--- src/rtl/bsc_axiu_interleave_pkg.sv ---
// Shared definitions for the interleaved AR splitter: address width, splitter FSM states
// and the bank address interleave function applied to every downstream read address.
package bsc_axiu_interleave_pkg;

    localparam int ADDR_WIDTH = 64;

    typedef enum logic {
        IDLE  = 1'b0,
        SPLIT = 1'b1
    } state_e;

    function automatic logic [ADDR_WIDTH-1:0] low_mask(input int unsigned bits);
        return ~({ADDR_WIDTH{1'b1}} << bits);
    endfunction

    // Moves the bank-select bits (just above the stride offset) to the top of the bank field:
    // out = {in[AW-1:D+N], in[S+N-1:S], in[D+N-1:S+N], in[S-1:0]}
    function automatic logic [ADDR_WIDTH-1:0] interleave_addr(
        input logic [ADDR_WIDTH-1:0] addr,
        input int unsigned           s_bits,
        input int unsigned           n_bits,
        input int unsigned           d_bits
    );
        logic [ADDR_WIDTH-1:0] w_low;
        logic [ADDR_WIDTH-1:0] w_bank;
        logic [ADDR_WIDTH-1:0] w_mid;
        logic [ADDR_WIDTH-1:0] w_high;
        w_low  = addr & low_mask(s_bits);
        w_bank = (addr >> s_bits) & low_mask(n_bits);
        w_mid  = (addr >> (s_bits + n_bits)) & low_mask(d_bits - s_bits);
        w_high = addr & ~low_mask(d_bits + n_bits);
        return w_high | (w_bank << d_bits) | (w_mid << s_bits) | w_low;
    endfunction

endpackage

--- src/rtl/bsc_axiu_split_flag_fifo.sv ---
// One-bit synchronous FIFO holding the "final sub-burst" flag of every issued sub-burst,
// in issue order, so the R path knows which RLAST to forward upstream.
module bsc_axiu_split_flag_fifo #(
    parameter  int DEPTH = 16,
    localparam int PTR_W = $clog2(DEPTH),
    localparam int CNT_W = PTR_W + 1
) (
    input  logic             clk,
    input  logic             rst,
    input  logic             i_push,
    input  logic             i_pop,
    input  logic             i_din,
    output logic             o_head,
    output logic             o_full,
    output logic             o_empty,
    output logic [CNT_W-1:0] o_count
);

    logic             r_mem [DEPTH];
    logic [PTR_W-1:0] r_wr_ptr;
    logic [PTR_W-1:0] r_rd_ptr;
    logic [CNT_W-1:0] r_count;
    logic             r_full;
    logic [CNT_W-1:0] w_count_nxt;
    logic             w_push;
    logic             w_pop;

    assign w_push = i_push & ~r_full;
    assign w_pop  = i_pop & (r_count != '0);

    always_comb begin
        // NOTE: default assignment first so every path drives w_count_nxt and no latch is inferred.
        w_count_nxt = r_count;
        if (w_push && !w_pop) begin
            w_count_nxt = r_count + CNT_W'(1);
        end else if (w_pop && !w_push) begin
            w_count_nxt = r_count - CNT_W'(1);
        end
    end

    always_ff @(posedge clk or posedge rst) begin
        if (rst) begin
            r_wr_ptr <= '0;
            r_rd_ptr <= '0;
            r_count  <= '0;
            r_full   <= 1'b0;
        end else begin
            if (w_push) r_wr_ptr <= r_wr_ptr + PTR_W'(1);
            if (w_pop)  r_rd_ptr <= r_rd_ptr + PTR_W'(1);
            r_count <= w_count_nxt;
            r_full  <= (w_count_nxt == CNT_W'(DEPTH));
        end
    end

    // NOTE: the storage array has no reset; the pointers and count alone decide what is valid.
    always_ff @(posedge clk) begin
        if (w_push) r_mem[r_wr_ptr] <= i_din;
    end

    assign o_head  = r_mem[r_rd_ptr];
    assign o_full  = r_full;
    assign o_empty = (r_count == '0);
    assign o_count = r_count;

endmodule

--- src/rtl/bsc_axiu_interleave_ar_splitter.sv ---
// AXI read splitter in front of the bank interleaver: cuts INCR bursts at STRIDE granules so each
// sub-burst maps to one bank, and forwards RLAST only for the final sub-burst of each burst.
module bsc_axiu_interleave_ar_splitter #(
    parameter int          ADDR_WIDTH      = 64,
    parameter int          ID_WIDTH        = 6,
    parameter int          DATA_BYTES      = 64,
    parameter int          NUM_BANKS       = 4,
    parameter logic [63:0] STRIDE          = 64'h400,
    parameter logic [63:0] BANK_SIZE       = 64'h4_0000_0000,
    parameter int          MAX_OUTSTANDING = 16
) (
    input  logic                    clk,
    input  logic                    rst,
    input  logic [ADDR_WIDTH-1:0]   s_araddr,
    input  logic [7:0]              s_arlen,
    input  logic [ID_WIDTH-1:0]     s_arid,
    input  logic                    s_arvalid,
    output logic                    s_arready,
    output logic [ADDR_WIDTH-1:0]   m_araddr,
    output logic [7:0]              m_arlen,
    output logic [ID_WIDTH-1:0]     m_arid,
    output logic                    m_arvalid,
    input  logic                    m_arready,
    input  logic [8*DATA_BYTES-1:0] m_rdata,
    input  logic [1:0]              m_rresp,
    input  logic [ID_WIDTH-1:0]     m_rid,
    input  logic                    m_rlast,
    input  logic                    m_rvalid,
    output logic                    m_rready,
    output logic [8*DATA_BYTES-1:0] s_rdata,
    output logic [1:0]              s_rresp,
    output logic [ID_WIDTH-1:0]     s_rid,
    output logic                    s_rlast,
    output logic                    s_rvalid,
    input  logic                    s_rready,
    output logic                    err
);

    import bsc_axiu_interleave_pkg::*;

    localparam int          PKG_AW = bsc_axiu_interleave_pkg::ADDR_WIDTH;
    localparam int unsigned B_BITS = $clog2(DATA_BYTES);
    localparam int unsigned S_BITS = $clog2(STRIDE);
    localparam int unsigned N_BITS = $clog2(NUM_BANKS);
    localparam int unsigned D_BITS = $clog2(BANK_SIZE);
    localparam int          CNT_W  = $clog2(MAX_OUTSTANDING) + 1;

    localparam logic [ADDR_WIDTH-1:0] STRIDE_A = ADDR_WIDTH'(STRIDE);
    localparam logic [ADDR_WIDTH-1:0] STRIDE_M = ADDR_WIDTH'(STRIDE - 64'd1);

    state_e                r_state;
    logic [ADDR_WIDTH-1:0] r_cur_addr;
    logic [8:0]            r_beats_left;
    logic [ID_WIDTH-1:0]   r_cur_id;
    logic                  r_err;

    logic                  w_fifo_full;
    logic                  w_fifo_empty;
    logic                  w_fifo_head;
    logic [CNT_W-1:0]      w_fifo_count;
    logic [ADDR_WIDTH-1:0] w_to_bnd;
    logic                  w_last;
    logic [8:0]            w_sub_beats;
    logic                  w_s_ar_fire;
    logic                  w_m_ar_fire;
    logic                  w_r_last_fire;

    // Beats left before the current address crosses into the next stride granule (next bank).
    assign w_to_bnd    = (STRIDE_A - (r_cur_addr & STRIDE_M)) >> B_BITS;
    assign w_last      = {{(ADDR_WIDTH-9){1'b0}}, r_beats_left} <= w_to_bnd;
    assign w_sub_beats = w_last ? r_beats_left : w_to_bnd[8:0];

    // r_cur_id doubles as the last accepted ID: only one ID may be in flight at a time.
    assign s_arready = ~rst & (r_state == IDLE) & ~w_fifo_full
                     & ((w_fifo_count == '0) | (s_arid == r_cur_id));
    assign m_arvalid = (r_state == SPLIT) & ~w_fifo_full;
    assign m_araddr  = ADDR_WIDTH'(interleave_addr(PKG_AW'(r_cur_addr), S_BITS, N_BITS, D_BITS));
    assign m_arlen   = w_sub_beats[7:0] - 8'd1;
    assign m_arid    = r_cur_id;

    assign w_s_ar_fire = s_arvalid & s_arready;
    assign w_m_ar_fire = m_arvalid & m_arready;

    always_ff @(posedge clk or posedge rst) begin
        if (rst) begin
            r_state      <= IDLE;
            r_cur_addr   <= '0;
            r_beats_left <= '0;
            r_cur_id     <= '0;
        end else begin
            // NOTE: non-blocking assignments so every register here samples pre-edge values.
            case (r_state)
                IDLE: begin
                    if (w_s_ar_fire) begin
                        r_cur_addr   <= s_araddr;
                        r_beats_left <= {1'b0, s_arlen} + 9'd1;
                        r_cur_id     <= s_arid;
                        r_state      <= SPLIT;
                    end
                end
                SPLIT: begin
                    if (w_m_ar_fire) begin
                        r_cur_addr   <= r_cur_addr + ({{(ADDR_WIDTH-9){1'b0}}, w_sub_beats} << B_BITS);
                        r_beats_left <= r_beats_left - w_sub_beats;
                        if (w_last) r_state <= IDLE;
                    end
                end
                default: r_state <= IDLE;
            endcase
        end
    end

    assign m_rready      = s_rready;
    assign s_rdata       = m_rdata;
    assign s_rresp       = m_rresp;
    assign s_rid         = m_rid;
    assign s_rvalid      = m_rvalid;
    assign s_rlast       = m_rlast & ~w_fifo_empty & w_fifo_head;
    assign w_r_last_fire = m_rvalid & s_rready & m_rlast;

    // An RLAST with no sub-burst on record belongs to nothing we issued (e.g. pre-reset traffic).
    always_ff @(posedge clk or posedge rst) begin
        if (rst) begin
            r_err <= 1'b0;
        end else if (w_r_last_fire && w_fifo_empty) begin
            r_err <= 1'b1;
        end
    end

    assign err = r_err;

    bsc_axiu_split_flag_fifo #(
        .DEPTH (MAX_OUTSTANDING)
    ) u_flag_fifo (
        .clk     (clk),
        .rst     (rst),
        .i_push  (w_m_ar_fire),
        .i_pop   (w_r_last_fire),
        .i_din   (w_last),
        .o_head  (w_fifo_head),
        .o_full  (w_fifo_full),
        .o_empty (w_fifo_empty),
        .o_count (w_fifo_count)
    );

endmodule
--- config.mk ---
export PLATFORM = sky130hd
export DESIGN_NAME = bsc_axiu_interleave_ar_splitter
export DESIGN_NICKNAME = d
export VERILOG_FILES = /design/src/rtl/bsc_axiu_interleave_pkg.sv /design/src/rtl/bsc_axiu_split_flag_fifo.sv /design/src/rtl/bsc_axiu_interleave_ar_splitter.sv
export SDC_FILE = /design/constraint.sdc
export NUM_CORES = 1
export LEC_CHECK = 0
export ABC_CLOCK_PERIOD_IN_PS = 11100
export BUFFER_PORTS_ARGS = -buffer_cell sky130_fd_sc_hd__buf_2
export CAP_MARGIN = 25
export CORE_AREA = 2 2 468 470
export CTS_BUF_LIST = sky130_fd_sc_hd__clkbuf_8
export DETAILED_ROUTE_END_ITERATION = 6
export DIE_AREA = 0 0 470 472
export PLACE_DENSITY_LB_ADDON = 0.12
export SLEW_MARGIN = 10
export SYNTH_ARGS = -nofsm -noshare
export SYNTH_HDL_FRONTEND = slang
export SYNTH_SLANG_ARGS = --single-unit
--- constraint.sdc ---
create_clock -name clk -period 11.1 [get_ports clk]
set_clock_uncertainty 0.15 [all_clocks]
set_input_delay 2.22 -clock clk [delete_from_list [all_inputs] [get_ports clk]]
set_output_delay 2.22 -clock clk [all_outputs]
set_load 0.05 [all_outputs]
[Word-level counts from Yosys, hierarchy flattened]
Memory sizes are Yosys's and may differ from the RTL's.
Cells that the tools add are included.
Cells by class
  add/sub/neg operators: 9
  reduce and logical (&&, ||, !) cells: 9
  order comparisons: 1
  bitwise gates (word level): 20
  equality and inequality tests: 4
  muxes and demuxes: 15
Operators with widths (number)
  $mux 64: 2
  $pmux 64 s2: 1
  $add 64x15->64: 1
  $or 64x10->64: 1
  $or 64x34->64: 1
  $or 64x36->64: 1
  $le 9x58->1: 1
  $mux 9: 3
  $pmux 9 s2: 1
  $and 1x1->1: 12
  $sub 11x10->12 const A: 1
  $mux 5: 2
  $add 8x1->9 const B: 1
  $sub 9x9->9: 1
  $add 4x1->4 const B: 2
  $sub 8x1->8 const B: 1
  $eq 6x6->1: 1
  $add 5x1->5 const B: 1
  $eq 5x5->1 const B: 1
  $logic_not 5->1: 1
  $mux 1: 5
  $reduce_bool 5->1: 1
  $sub 5x1->5 const B: 1
  $not 1->1: 4
  7 further kinds: 11
Word-level totals
  memories: 1
  output and inout bits: 604
  bits in writable memories: 16
  bits of input ports: 605
  register bits: 95
Memory list
  u_flag_fifo.r_mem: words 16, width 1, read ports 1, clocked after Yosys merged registers in 0, write ports 1, line bsc_axiu_split_flag_fifo.sv:19  | logic r_mem [DEPTH];

[Depth between registers and ports, before layout]
Gate-level depths: netlist (run 1).
  word-level depth: 9
  mapped depth: 20

[Hierarchy]
From an unflattened synthesis (run 1), not the netlist that was laid out.
Unflattened totals
  cells, all modules: 1377
  area, all modules: 11501.0 µm²
By module, submodules not included
  bsc_axiu_interleave_ar_splitter: seq. area each 2026.9 µm², area an instance 9989.6 µm², cells each 1258, times used 1
  bsc_axiu_split_flag_fifo: seq. area each 830.8 µm², area an instance 1511.4 µm², cells each 119, times used 1

[Worst setup path after synthesis (run 1)]
OpenSTA, ideal clock, no wires.
  path type: register to output
  from: reg r_cur_addr[0]
  to: out m_arlen[4]
  data arrival time: 5.201 ns
  stages on the path, launching flop included: 17
  data required time: 8.730 ns
  path slack: 3.529 ns
  path buffers: 0
  path through: dfrtp_1 or4_4 nor3_2 xnor2_1 inv_1 ha_1 a211o_1 a31oi_1 a32oi_1 nor2_2 mux2_2 inv_1 ha_1 inv_1 nor4_1 o211ai_1 xnor2_1
Between the ends
  longest elaborated chain between the ends: 4
Ends and longest elaborated chain
  from (decl): line bsc_axiu_interleave_ar_splitter.sv:52  | logic [ADDR_WIDTH-1:0] r_cur_addr;
  from (signal assigned): line bsc_axiu_interleave_ar_splitter.sv:95  | r_cur_addr <= s_araddr;
  from (signal assigned): line bsc_axiu_interleave_ar_splitter.sv:103  | r_cur_addr <= r_cur_addr + ({{(ADDR_WIDTH-9){1'b0}}, w_sub_beats} << B_BITS);
  $sub 11x10->12: line bsc_axiu_interleave_ar_splitter.sv:69  | assign w_to_bnd = (STRIDE_A - (r_cur_addr & STRIDE_M)) >> B_BITS;
  $le 9x58->1: line bsc_axiu_interleave_ar_splitter.sv:70  | assign w_last = {{(ADDR_WIDTH-9){1'b0}}, r_beats_left} <= w_to_bnd;
  net u_flag_fifo.i_din: line bsc_axiu_split_flag_fifo.sv:12  | input logic i_din,
  $mux 9: line bsc_axiu_interleave_ar_splitter.sv:71  | assign w_sub_beats = w_last ? r_beats_left : w_to_bnd[8:0];
  $sub 8x1->8: line bsc_axiu_interleave_ar_splitter.sv:78  | assign m_arlen = w_sub_beats[7:0] - 8'd1;
  to (decl): line bsc_axiu_interleave_ar_splitter.sv:20  | output logic [7:0] m_arlen,
The timed path passes the listed nets, and every way through them passes these cells.

[Worst setup path after layout (run 1)]
  from: reg r_cur_addr[6]
  to: out m_arlen[4]
The elaborated chain is that of the path after synthesis.

==> out/qor.yml, run 1 <==
root_buffer: "clkbuf_8"
multiInputGateArea_um2: 4550
wl_per_cell_um: 25.5
mappedNetlistArea_um2: 11600
cts_made_buffers: 9
setup_tns_ns: 0
drtIter0Drc: 528
die_h_um: 472
grt_start_max_net_pins: 49
synth_edf_count: 16
period_share_pct: 71.1
antenna_found_initial: 29
maxCapViolations: 0
cts_resized: 0
power.density_nw_per_um2: 264
drive_above_1_share_pct: 24.2
vias: 8800
synth_seq_area_share_pct: 24.7
synthArstFlopShare_pct: 85.6
netlist_instances: 1380
fin_crit_ns: 7.89
outcome: "completed"
path_max_fanout: 22
report.power.total_uw: 3270
fmax_mhz: 127
n_antenna_cell: 0
drtPass1Iterations: 5
post_cts_buffers: 0
track_usage_pct: 8.61
grt-ovfl-total: 0
fin_cells: 3877
ir_drop_uv: 125
area_delta_synth_final_pct: 6.85
clkTransAtPathRegs_ns: 0.15
grt_pass1_wl_um: 120000
finalMaxSlewViolations: 0
wirelength_um: 98900
grt_pass1_vias: 8950
drc: 0
gp_congestion: 0.684
worst_pin_slew_ns: 1.03
ys.flop_type: "dfrtp_1"
cts_tree: "yes"
seq_area_um2: 2860
clock_path_buffers: 2
die_w_um: 470
endpoint_kind: "output port"
yosysWarnings: 0
synth_seq_cells: 111
max_stage_delay_ns: 0.61
critPathBufInv: 4
path_class: "reg -> out"
crit_chain: "or4_1 -> o21ai_0 -> nor2b_1 -> inv_1 -> ha_1 -> and4b_1 -> o21ai_0 -> a32oi_1 -> nor2_2 -> buf_8 -> a21oi_1 -> ha_1 -> inv_1 -> nor4_1 -> o211ai_1 -> xnor2_1 -> buf_2"
syn_area_per_cell_um2: 8.39
cp_slowest_cell: "or4_1"
num-fill-cells: 25600
start_util_pct: 5.35
postRouteAntennaNets: 0
leakage_uw: 0.00397
setup_viol: 0
clk-insertion-delay-late_ns: 0.51
rows: 171
stdcell_area_um2: 12400
final_cell_mix: "168 x buf_2, 95 x dfrtp_1, 91 x nand2_1, 69 x nor2_1, 49 x a21oi_1"
htree_levels: 3
hold_viol: 0
hold_class: "reg -> reg"
core_area_um2: 217000
crit_family: "simple AND/OR/NAND/NOR gates"
io_buffers: 168
cp-start-kind: "register"
placedCellCount: 3859
rsz0062_at_grt: "no"
fin_nets: 1653
slew_headroom_pct: 30.8
post-dp-hpwl_um: 85600
dpl_cell_area_um2: 12100
cp.required_ns: 8.73
via_per_inst: 2.27
yosysUniqueCellTypes: 86
holdBufCountCts: 0
cts_sinks: 111
ios: 1209
die-area_um2: 222000
final_common_cell: "buf_2"
arrival_ns: 5.52
-- cells by family after synthesis --
group / synth area share [%]
and+or+nand+nor: 15.8
xor gates and xnor gates: 2.72
adders and majority gates: 3.37
other: 0.0324
buffers and inverters: 36.7
DFF: 24.7
muxes: 2.46
AOI/OAI and AO/OA: 14.2
-- power breakdown --
group,total [uW],internal [uW],switching (uW)
Sequential,828,568,260
Clock,312,91.1,220
Combinational,2130,597,1530
-- through the flow --
step	hold WS (ns)	worst slack (ns)	utilization [%]
5_1_grt	0.379	2.78	5.71
3_3_place_gp	0.322	3.38	5.58
2_1_floorplan	0.303	3.53	-
6_report	0.347	3.21	5.71
3_5_place_dp	0.326	3.27	5.60
4_1_cts	0.358	2.62	5.70
-- worst register-to-register path, delay by kind of cell, from the launching register on --
family          cells  cell delay (ns)
simple gates        6             1.60
mux                 1             0.49
flops               1             0.50
buf+inv             4             0.72
fa+ha+maj           2             0.64
compound gates      7             2.42
-- final timing paths --
path                                              start                      end  slack, ns  cells after the start
worst max register to register            r_cur_addr[6]           r_cur_addr[58]       4.54                     20
min in group asynchronous                           rst           r_cur_addr[17]       1.76                      2
max in group asynchronous                           rst                m_arid[5]       7.66                      3
worst min-delay path            u_flag_fifo.r_rd_ptr[3]  u_flag_fifo.r_rd_ptr[3]       0.35                      1
worst max-delay path                      r_cur_addr[6]               m_arlen[4]       3.21                     17
worst min register to register  u_flag_fifo.r_rd_ptr[3]  u_flag_fifo.r_rd_ptr[3]       0.35                      1
-- state kept, by name, indices dropped and copies added, names as in the netlist --
register,cells
err,1
m_arid,6
r_beats_left,9
r_cur_addr,64
r_state,1
u_flag_fifo.o_count,5
u_flag_fifo.o_full,1
u_flag_fifo.r_mem,16
u_flag_fifo.r_rd_ptr,4
u_flag_fifo.r_wr_ptr,4
-- cell type report --
class | instances | share of cell area, %
Clock buffer | 9 | 1.00
Sequential cell | 111 | 23.1
Timing Repair Buffer | 186 | 8.28
Multi-Input combinational cell | 668 | 36.8
Inverter | 42 | 1.29
Clock inverter | 7 | 0.698
Tap cell | 2854 | 28.9
-- metal layers --
| metal | track usage [%] | vias up | share of wire (%) | wire, um |
|---|---|---|---|---|
| li1 | - | 3530 | - | - |
| met1 | 7.41 | 4092 | 29 | 29000 |
| met2 | 14.6 | 866 | 48 | 47500 |
| met3 | 6.67 | 306 | 17 | 17100 |
| met4 | 3.67 | 6 | 4.9 | 4850 |
| met5 | 1.25 | - | 0.37 | 369 |
-- cells in the mapped netlist (4+ instances only) --
| master | n | area (um^2) |
|---|---|---|
| o2111ai_1 | 5 | 43.8 |
| o211ai_1 | 9 | 67.6 |
| xor2_1 | 12 | 105 |
| a21oi_1 | 49 | 245 |
| nand3_1 | 36 | 180 |
| buf_4 | 524 | 3930 |
| o32ai_1 | 5 | 43.8 |
| mux4_2 | 5 | 113 |
| a311oi_1 | 7 | 61.3 |
| nor3_1 | 34 | 170 |
| or3_1 | 5 | 31.3 |
| a31oi_1 | 7 | 43.8 |
| and4_1 | 7 | 61.3 |
| nor2_1 | 69 | 259 |
| inv_1 | 41 | 154 |
| a221oi_1 | 4 | 35.0 |
| nor4_1 | 9 | 56.3 |
| o21a_1 | 8 | 60.1 |
| a211oi_1 | 25 | 188 |
| clkbuf_1 | 24 | 90.1 |
| nor2b_1 | 5 | 31.3 |
| o31ai_1 | 7 | 52.6 |
| dfrtp_1 | 95 | 2380 |
| nand2_1 | 92 | 345 |
| xnor2_1 | 24 | 210 |
| nand3b_1 | 4 | 30.0 |
| buf_2 | 9 | 45.0 |
| and2_1 | 23 | 144 |
| o31a_1 | 4 | 35.0 |
| edfxtp_1 | 16 | 480 |
| nand4_1 | 19 | 119 |
| mux2i_1 | 15 | 150 |
| or2_2 | 5 | 31.3 |
| a21o_1 | 9 | 67.6 |
| o221a_2 | 4 | 45.0 |
| ha_1 | 28 | 350 |
| o22ai_1 | 16 | 100 |
| o211a_1 | 7 | 70.1 |
| o21ai_0 | 21 | 105 |
| and3_1 | 17 | 106 |
Power figures use the tool's default switching activity.
==> run 2: changes to the inputs <==
--- a/config.mk
+++ b/config.mk
@@ -5,13 +5,13 @@
 export SDC_FILE = /design/constraint.sdc
 export NUM_CORES = 1
 export LEC_CHECK = 0
-export ABC_CLOCK_PERIOD_IN_PS = 11100
+export ABC_CLOCK_PERIOD_IN_PS = 7400
 export BUFFER_PORTS_ARGS = -buffer_cell sky130_fd_sc_hd__buf_2
 export CAP_MARGIN = 25
-export CORE_AREA = 2 2 468 470
+export CORE_AREA = 2 2 473 475
 export CTS_BUF_LIST = sky130_fd_sc_hd__clkbuf_8
 export DETAILED_ROUTE_END_ITERATION = 6
-export DIE_AREA = 0 0 470 472
+export DIE_AREA = 0 0 475 477
 export PLACE_DENSITY_LB_ADDON = 0.12
 export SLEW_MARGIN = 10
 export SYNTH_ARGS = -nofsm -noshare
==> constraint.sdc (replaced) <==
create_clock -name clk -period 7.4 [get_ports clk]
set_clock_uncertainty 0.15 [all_clocks]
set_input_delay 1.48 -clock clk [delete_from_list [all_inputs] [get_ports clk]]
set_output_delay 1.48 -clock clk [all_outputs]
set_load 0.05 [all_outputs]
==> run 2 against run 1 <==
  * Clock power is 37% higher
  * Critical path type unchanged
  * Final cell count up 3.5%
  * Wire length fell by 0.21%
  * Core utilization about the same
  * Largest cell class unchanged
  * Non-clock buffer count is 13 higher
  * First-iteration DRC count decreased by 18%
  * Worst hold slack worse by 0.010 ns
==> out/qor.yml, run 2 (synthesized netlist as in run 1, its figures left out) <==
outcome: "completed"
p_int_uw: 1930
ios: 1209
largest_register: "r_cur_addr"
grt-ovfl-total: 0
hold_class: "reg -> reg"
io_buffers: 168
regToRegSetupSlack_ns: 1.29
cp.required_ns: 5.77
die_w_um: 475
final_common_cell: "buf_2"
rsz0062_at_grt: "no"
p_clk_share_pct: 8.6
cp-start-kind: "register"
fin_nets: 1666
finalMaxSlewViolations: 0
grt_pass1_vias: 8983
core_area_um2: 221000
largest_registers: "r_cur_addr (64), u_flag_fifo.r_mem (16), r_beats_left (9)"
endpoint_kind: "output port"
worst_pin_slew_ns: 0.955
pwr-share-seq_pct: 24.6
setup_tns_ns: 0
leakage_uw: 0.00401
r2r-end: "r_cur_addr[57]"
largest_register_ff_count: 64
htree_levels: 3
p_sw_uw: 3040
antenna_found_initial: 29
grt_pass1_wl_um: 120000
area_delta_synth_final_pct: 8.79
hold_end: "err"
postRouteAntennaNets: 0
final_cell_mix: "167 x buf_2, 95 x dfrtp_1, 91 x nand2_1, 69 x nor2_1, 48 x a21oi_1"
arrival_ns: 5.04
cts_tree: "yes"
die_h_um: 477
slew_headroom_pct: 36.3
post_cts_buffers: 0
fmax_mhz: 150
rr_startpoint: "r_cur_addr[0]"
drc: 0
fin_crit_ns: 6.67
switching_share_pct: 61.2
hold_path_depth: 1
maxCapViolations: 0
clock_path_buffers: 2
setup_viol: 0
cts_made_buffers: 9
num-fill-cells: 26200
ir_drop_uv: 123
rows: 173
cts_sinks: 111
multiInputGateArea_um2: 4530
vias: 8637
post-dp-hpwl_um: 85400
drtPass1Iterations: 5
gp_congestion: 0.657
clk-insertion-delay-late_ns: 0.51
path_max_fanout: 19
hold_start: "err"
wl_per_cell_um: 24.6
seq_area_um2: 2860
hold_viol: 0
reg2regPathDepth: 18
drive_above_1_share_pct: 25.3
via_per_inst: 2.15
die-area_um2: 227000
grt_start_max_net_pins: 42
power.share.combinational_pct: 66.9
root_buffer: "clkbuf_8"
track_usage_pct: 8.43
start_util_pct: 5.23
drtIter0Drc: 431
period_share_pct: 90.2
clkTransAtPathRegs_ns: 0.13
power.density_nw_per_um2: 395
path_class: "reg -> out"
wirelength_um: 98700
report.power.total_uw: 4970
run 2: cell types whose count changed in the layout (fill, tap and decap cells not counted), moves of 2 or more:
cell and delta:
diode_2 +2, clkinv_8 -3, buf_4 +13, clkinvlp_4 +2
clkinv_2 +2
run 2: power by group through the flow:
stage	combinational (uW)	sequential (uW)	clock, uW
after floorplan	2310	1670	0
after global placement	3450	1250	0
after detailed placement	3420	1240	0
after CTS	3430	1230	478
after global routing	3620	1270	492
final	3320	1220	426
run 2: worst max path at each step:
stage | startpoint | to | slack (ns) | depth (start not counted)
floorplan | r_cur_addr[0] | m_arlen[4] | 0.57 | 16
global placement | r_cur_addr[0] | m_arlen[4] | 0.51 | 18
detailed placement | r_cur_addr[0] | m_arlen[4] | 1.02 | 19
CTS | r_cur_addr[0] | m_arlen[4] | 0.38 | 19
global route | r_cur_addr[5] | m_arlen[4] | 0.12 | 19
finish | r_cur_addr[0] | m_arlen[4] | 0.73 | 19
run 2: stage by stage:
step / hold WS (ns) / util (%) / area, um^2 / setup WS, ns / instances
after floorplan: 0.303 / - / 11600 / 0.569 / 1383
after global placement: 0.320 / 5.57 / 12300 / 0.515 / 3992
after detailed placement: 0.317 / 5.60 / 12400 / 1.02 / 3995
after CTS: 0.348 / 5.68 / 12600 / 0.381 / 4011
after global routing: 0.377 / 5.68 / 12600 / 0.119 / 4011
final: 0.336 / 5.69 / 12600 / 0.729 / 4013
run 2: worst max-delay path, stage by stage, from the launching register on:
cell and delay (ns):
dfrtp_1 0.42, or4_4 0.62, o21ai_0 0.17, nor2b_1 0.34, inv_1 0.09, ha_1 0.27, and4b_1 0.22, o21ai_0 0.11
a32oi_1 0.12, nor2_2 0.34, buf_8 0.22, nor2_1 0.08, a21oi_2 0.25, ha_1 0.26, inv_1 0.09, nor4_1 0.34
o211ai_1 0.14, xnor2_1 0.15, buf_4 0.17, buf_12 0.14
run 2: repair_timing:
action | CTS | global route
gates resized for setup | 0 | 1
setup endpoints to repair | 0 | 1
endpoints found under the hold margin | 0 | 0
hold buffers | 0 | 0
run 2: layout make-up:
type	count	share of cell area (%)
Clock inverter	7	0.427
Clock buffer	9	0.984
Antenna cell	2	0.0397
Tap cell	2975	29.6
Sequential cell	111	22.7
Inverter	42	1.27
Timing Repair Buffer	199	9.02
Multi-Input combinational cell	668	36.0
run 2: metal layers:
metal	GRT usage (%)	part of all wire, %
met2	13.6	46
met5	0.576	0.21
met3	6.09	16
met1	7.92	32
met4	3.99	5.5
==> run 3: changes to the inputs <==
--- a/config.mk
+++ b/config.mk
@@ -6,12 +6,12 @@
 export NUM_CORES = 1
 export LEC_CHECK = 0
 export ABC_CLOCK_PERIOD_IN_PS = 7400
-export BUFFER_PORTS_ARGS = -buffer_cell sky130_fd_sc_hd__buf_2
 export CAP_MARGIN = 25
-export CORE_AREA = 2 2 473 475
+export CORE_AREA = 2 2 471 473
 export CTS_BUF_LIST = sky130_fd_sc_hd__clkbuf_8
 export DETAILED_ROUTE_END_ITERATION = 6
-export DIE_AREA = 0 0 475 477
+export DIE_AREA = 0 0 473 475
+export DONT_BUFFER_PORTS = 1
 export PLACE_DENSITY_LB_ADDON = 0.12
 export SLEW_MARGIN = 10
 export SYNTH_ARGS = -nofsm -noshare
==> run 3 against run 2 <==
  * Non-clock buffer count decreased by 162
  * Core utilization decreased by 0.34 points
  * Clock-buffer cell count unchanged
  * Final cell count decreased by 6.5%
  * Wire length increased by 4.5%
  * Cell area decreased by 7.0%
  * Die area decreased by 0.84%
  * Worst setup slack got worse by 0.36 ns
  * Sequential power increased by 55%
==> out/qor.yml, run 3 (synthesized netlist as in run 1, its figures left out) <==
clk-insertion-delay-late_ns: 0.49
cp.required_ns: 5.77
grt-ovfl-total: 0
arrival_ns: 5.40
drc: 0
final_cell_mix: "94 x dfrtp_1, 91 x nand2_1, 69 x nor2_1, 48 x a21oi_1, 41 x inv_1"
final_common_cell: "dfrtp_1"
vias: 8271
largest_register: "r_cur_addr"
setup_tns_ns: 0
wirelength_um: 103000
root_buffer: "clkbuf_8"
holdBufCountCts: 0
crit_chain: "or4_4 -> o21ai_0 -> nor2b_1 -> inv_1 -> ha_1 -> and4b_1 -> o21ai_0 -> a32oi_1 -> nor2_2 -> buf_4 -> a21oi_2 -> ha_1 -> inv_1 -> nor4_1 -> o211ai_1 -> xnor2_2 -> buf_12"
fin_nets: 1504
crit_family: "simple AND/OR/NAND/NOR gates"
num-fill-cells: 25800
clock_path_buffers: 2
wl_per_cell_um: 27.5
die_w_um: 473
clkTransAtPathRegs_ns: 0.13
post-dp-hpwl_um: 89600
outcome: "completed"
max_stage_delay_ns: 0.63
drtPass1Iterations: 5
p_int_uw: 1850
fin_crit_ns: 7.03
p_sw_uw: 2970
io_buffers: 0
fin_cells: 3752
switching_share_pct: 61.7
hold_viol: 0
finalMaxSlewViolations: 0
endpoint_kind: "output port"
grt_start_max_net_pins: 54
die-area_um2: 225000
critPathBufInv: 4
hold_ws_ns: 0.348
report.power.total_uw: 4820
cts_sinks: 111
pre_cts_slack_ns: 0.715
postRouteAntennaNets: 0
area_delta_synth_final_pct: 1.17
p_clk_share_pct: 9.5
hold_class: "reg -> reg"
drive_above_1_share_pct: 11.7
via_per_inst: 2.20
drtIter0Drc: 686
fmax_mhz: 142
track_usage_pct: 8.83
ir_drop_uv: 136
slew_headroom_pct: 30.4
cts_tree: "yes"
cp_slowest_cell: "or4_4"
largest_registers: "r_cur_addr (64), u_flag_fifo.r_mem (16), r_beats_left (9)"
largest_register_ff_count: 64
power.share.combinational_pct: 51.4
cts_made_buffers: 9
cp-start-kind: "register"
rsz0062_at_grt: "no"
start_util_pct: 5.28
die_h_um: 475
setup_viol: 0
antenna_found_initial: 56
path_class: "reg -> out"
grt_pass1_wl_um: 123000
path_max_fanout: 20
placedCellCount: 3728
core_area_um2: 219000
ios: 1209
htree_levels: 3
pwr-share-seq_pct: 39.1
maxCapViolations: 0
period_share_pct: 95.0
worst_pin_slew_ns: 1.04
final.setup.worst_slack_ns: 0.370
leakage_uw: 0.00337
gp_congestion: 0.672
rows: 172
power.density_nw_per_um2: 412
grt_pass1_vias: 8214
-- run 3: changes by cell type in the layout (fill, tap and decap cells not counted), moves of 2 or more --
cell	previous run	this run
inv_6	2	0
xnor2_2	0	3
clkinv_2	2	0
clkinv_4	0	2
buf_2	167	1
diode_2	2	7
xnor2_1	24	21
buf_4	28	32
-- run 3: cell type report --
cell class                 instances  area, um^2  share of cell area, %
multi-input combinational        668        4560                   38.9
tap                             2871        3590                   30.7
sequential                       111        2860                   24.4
timing repair buffer              37         328                   2.80
inverter                          42         160                   1.37
clock buffer                       9         124                   1.06
clock inverter                     7        73.8                  0.630
antenna                            7        17.5                  0.150
-- run 3: metal layers --
layer / GRT usage (%) / up-vias / wire, um
met2: 14.6 / 906 / 48200
met5: 0.411 / - / 310
met1: 6.77 / 3758 / 26900
met4: 4.02 / 32 / 5590
li1: - / 3233 / -
met3: 8.73 / 342 / 22100
-- run 3: timing repair --
action                                  CTS  global route
setup buffers                             0             0
endpoints found under the setup margin    0             1
gates resized for setup                   0             2
-- run 3: worst reg2reg max path: cells and delay by family (launching register included) --
| family | cells | cell delay, ns |
|---|---|---|
| AOI/OAI and AO/OA | 7 | 2.38 |
| adders and majority gates | 2 | 0.60 |
| buffers and inverters | 5 | 0.87 |
| DFF | 1 | 0.60 |
| muxes | 1 | 0.17 |
| and+or+nand+nor | 6 | 1.64 |
-- run 3: power groups by stage --
stage | clock [uW] | sequential [uW] | combinational, uW
6_report | 457 | 1890 | 2480
3_3_place_gp | 0 | 1980 | 2550
2_1_floorplan | 0 | 1670 | 2310
3_5_place_dp | 0 | 1980 | 2530
4_1_cts | 504 | 1970 | 2540
5_1_grt | 514 | 1980 | 2750
-- run 3: through the flow --
| stage | cell area, um^2 | util [%] |
|---|---|---|
| finish | 11700 | 5.35 |
| global route | 11700 | 5.34 |
| CTS | 11700 | 5.32 |
| detailed placement | 11500 | 5.23 |
| global placement | 11400 | 5.22 |
| floorplan | 11600 | - |
-- run 3: worst paths after layout --
kind / startpoint / to / slack [ns] / depth (start not counted)
worst max-delay path: r_cur_addr[2] / m_arlen[4] / 0.37 / 17
worst min-delay path: u_flag_fifo.r_rd_ptr[3] / u_flag_fifo.r_rd_ptr[3] / 0.35 / 1
worst max register to register: r_cur_addr[2] / r_cur_addr[58] / 0.92 / 21
worst min register to register: u_flag_fifo.r_rd_ptr[3] / u_flag_fifo.r_rd_ptr[3] / 0.35 / 1
max in group asynchronous: rst / r_cur_addr[40] / 5.15 / 3
min in group asynchronous: rst / r_state / 0.79 / 1
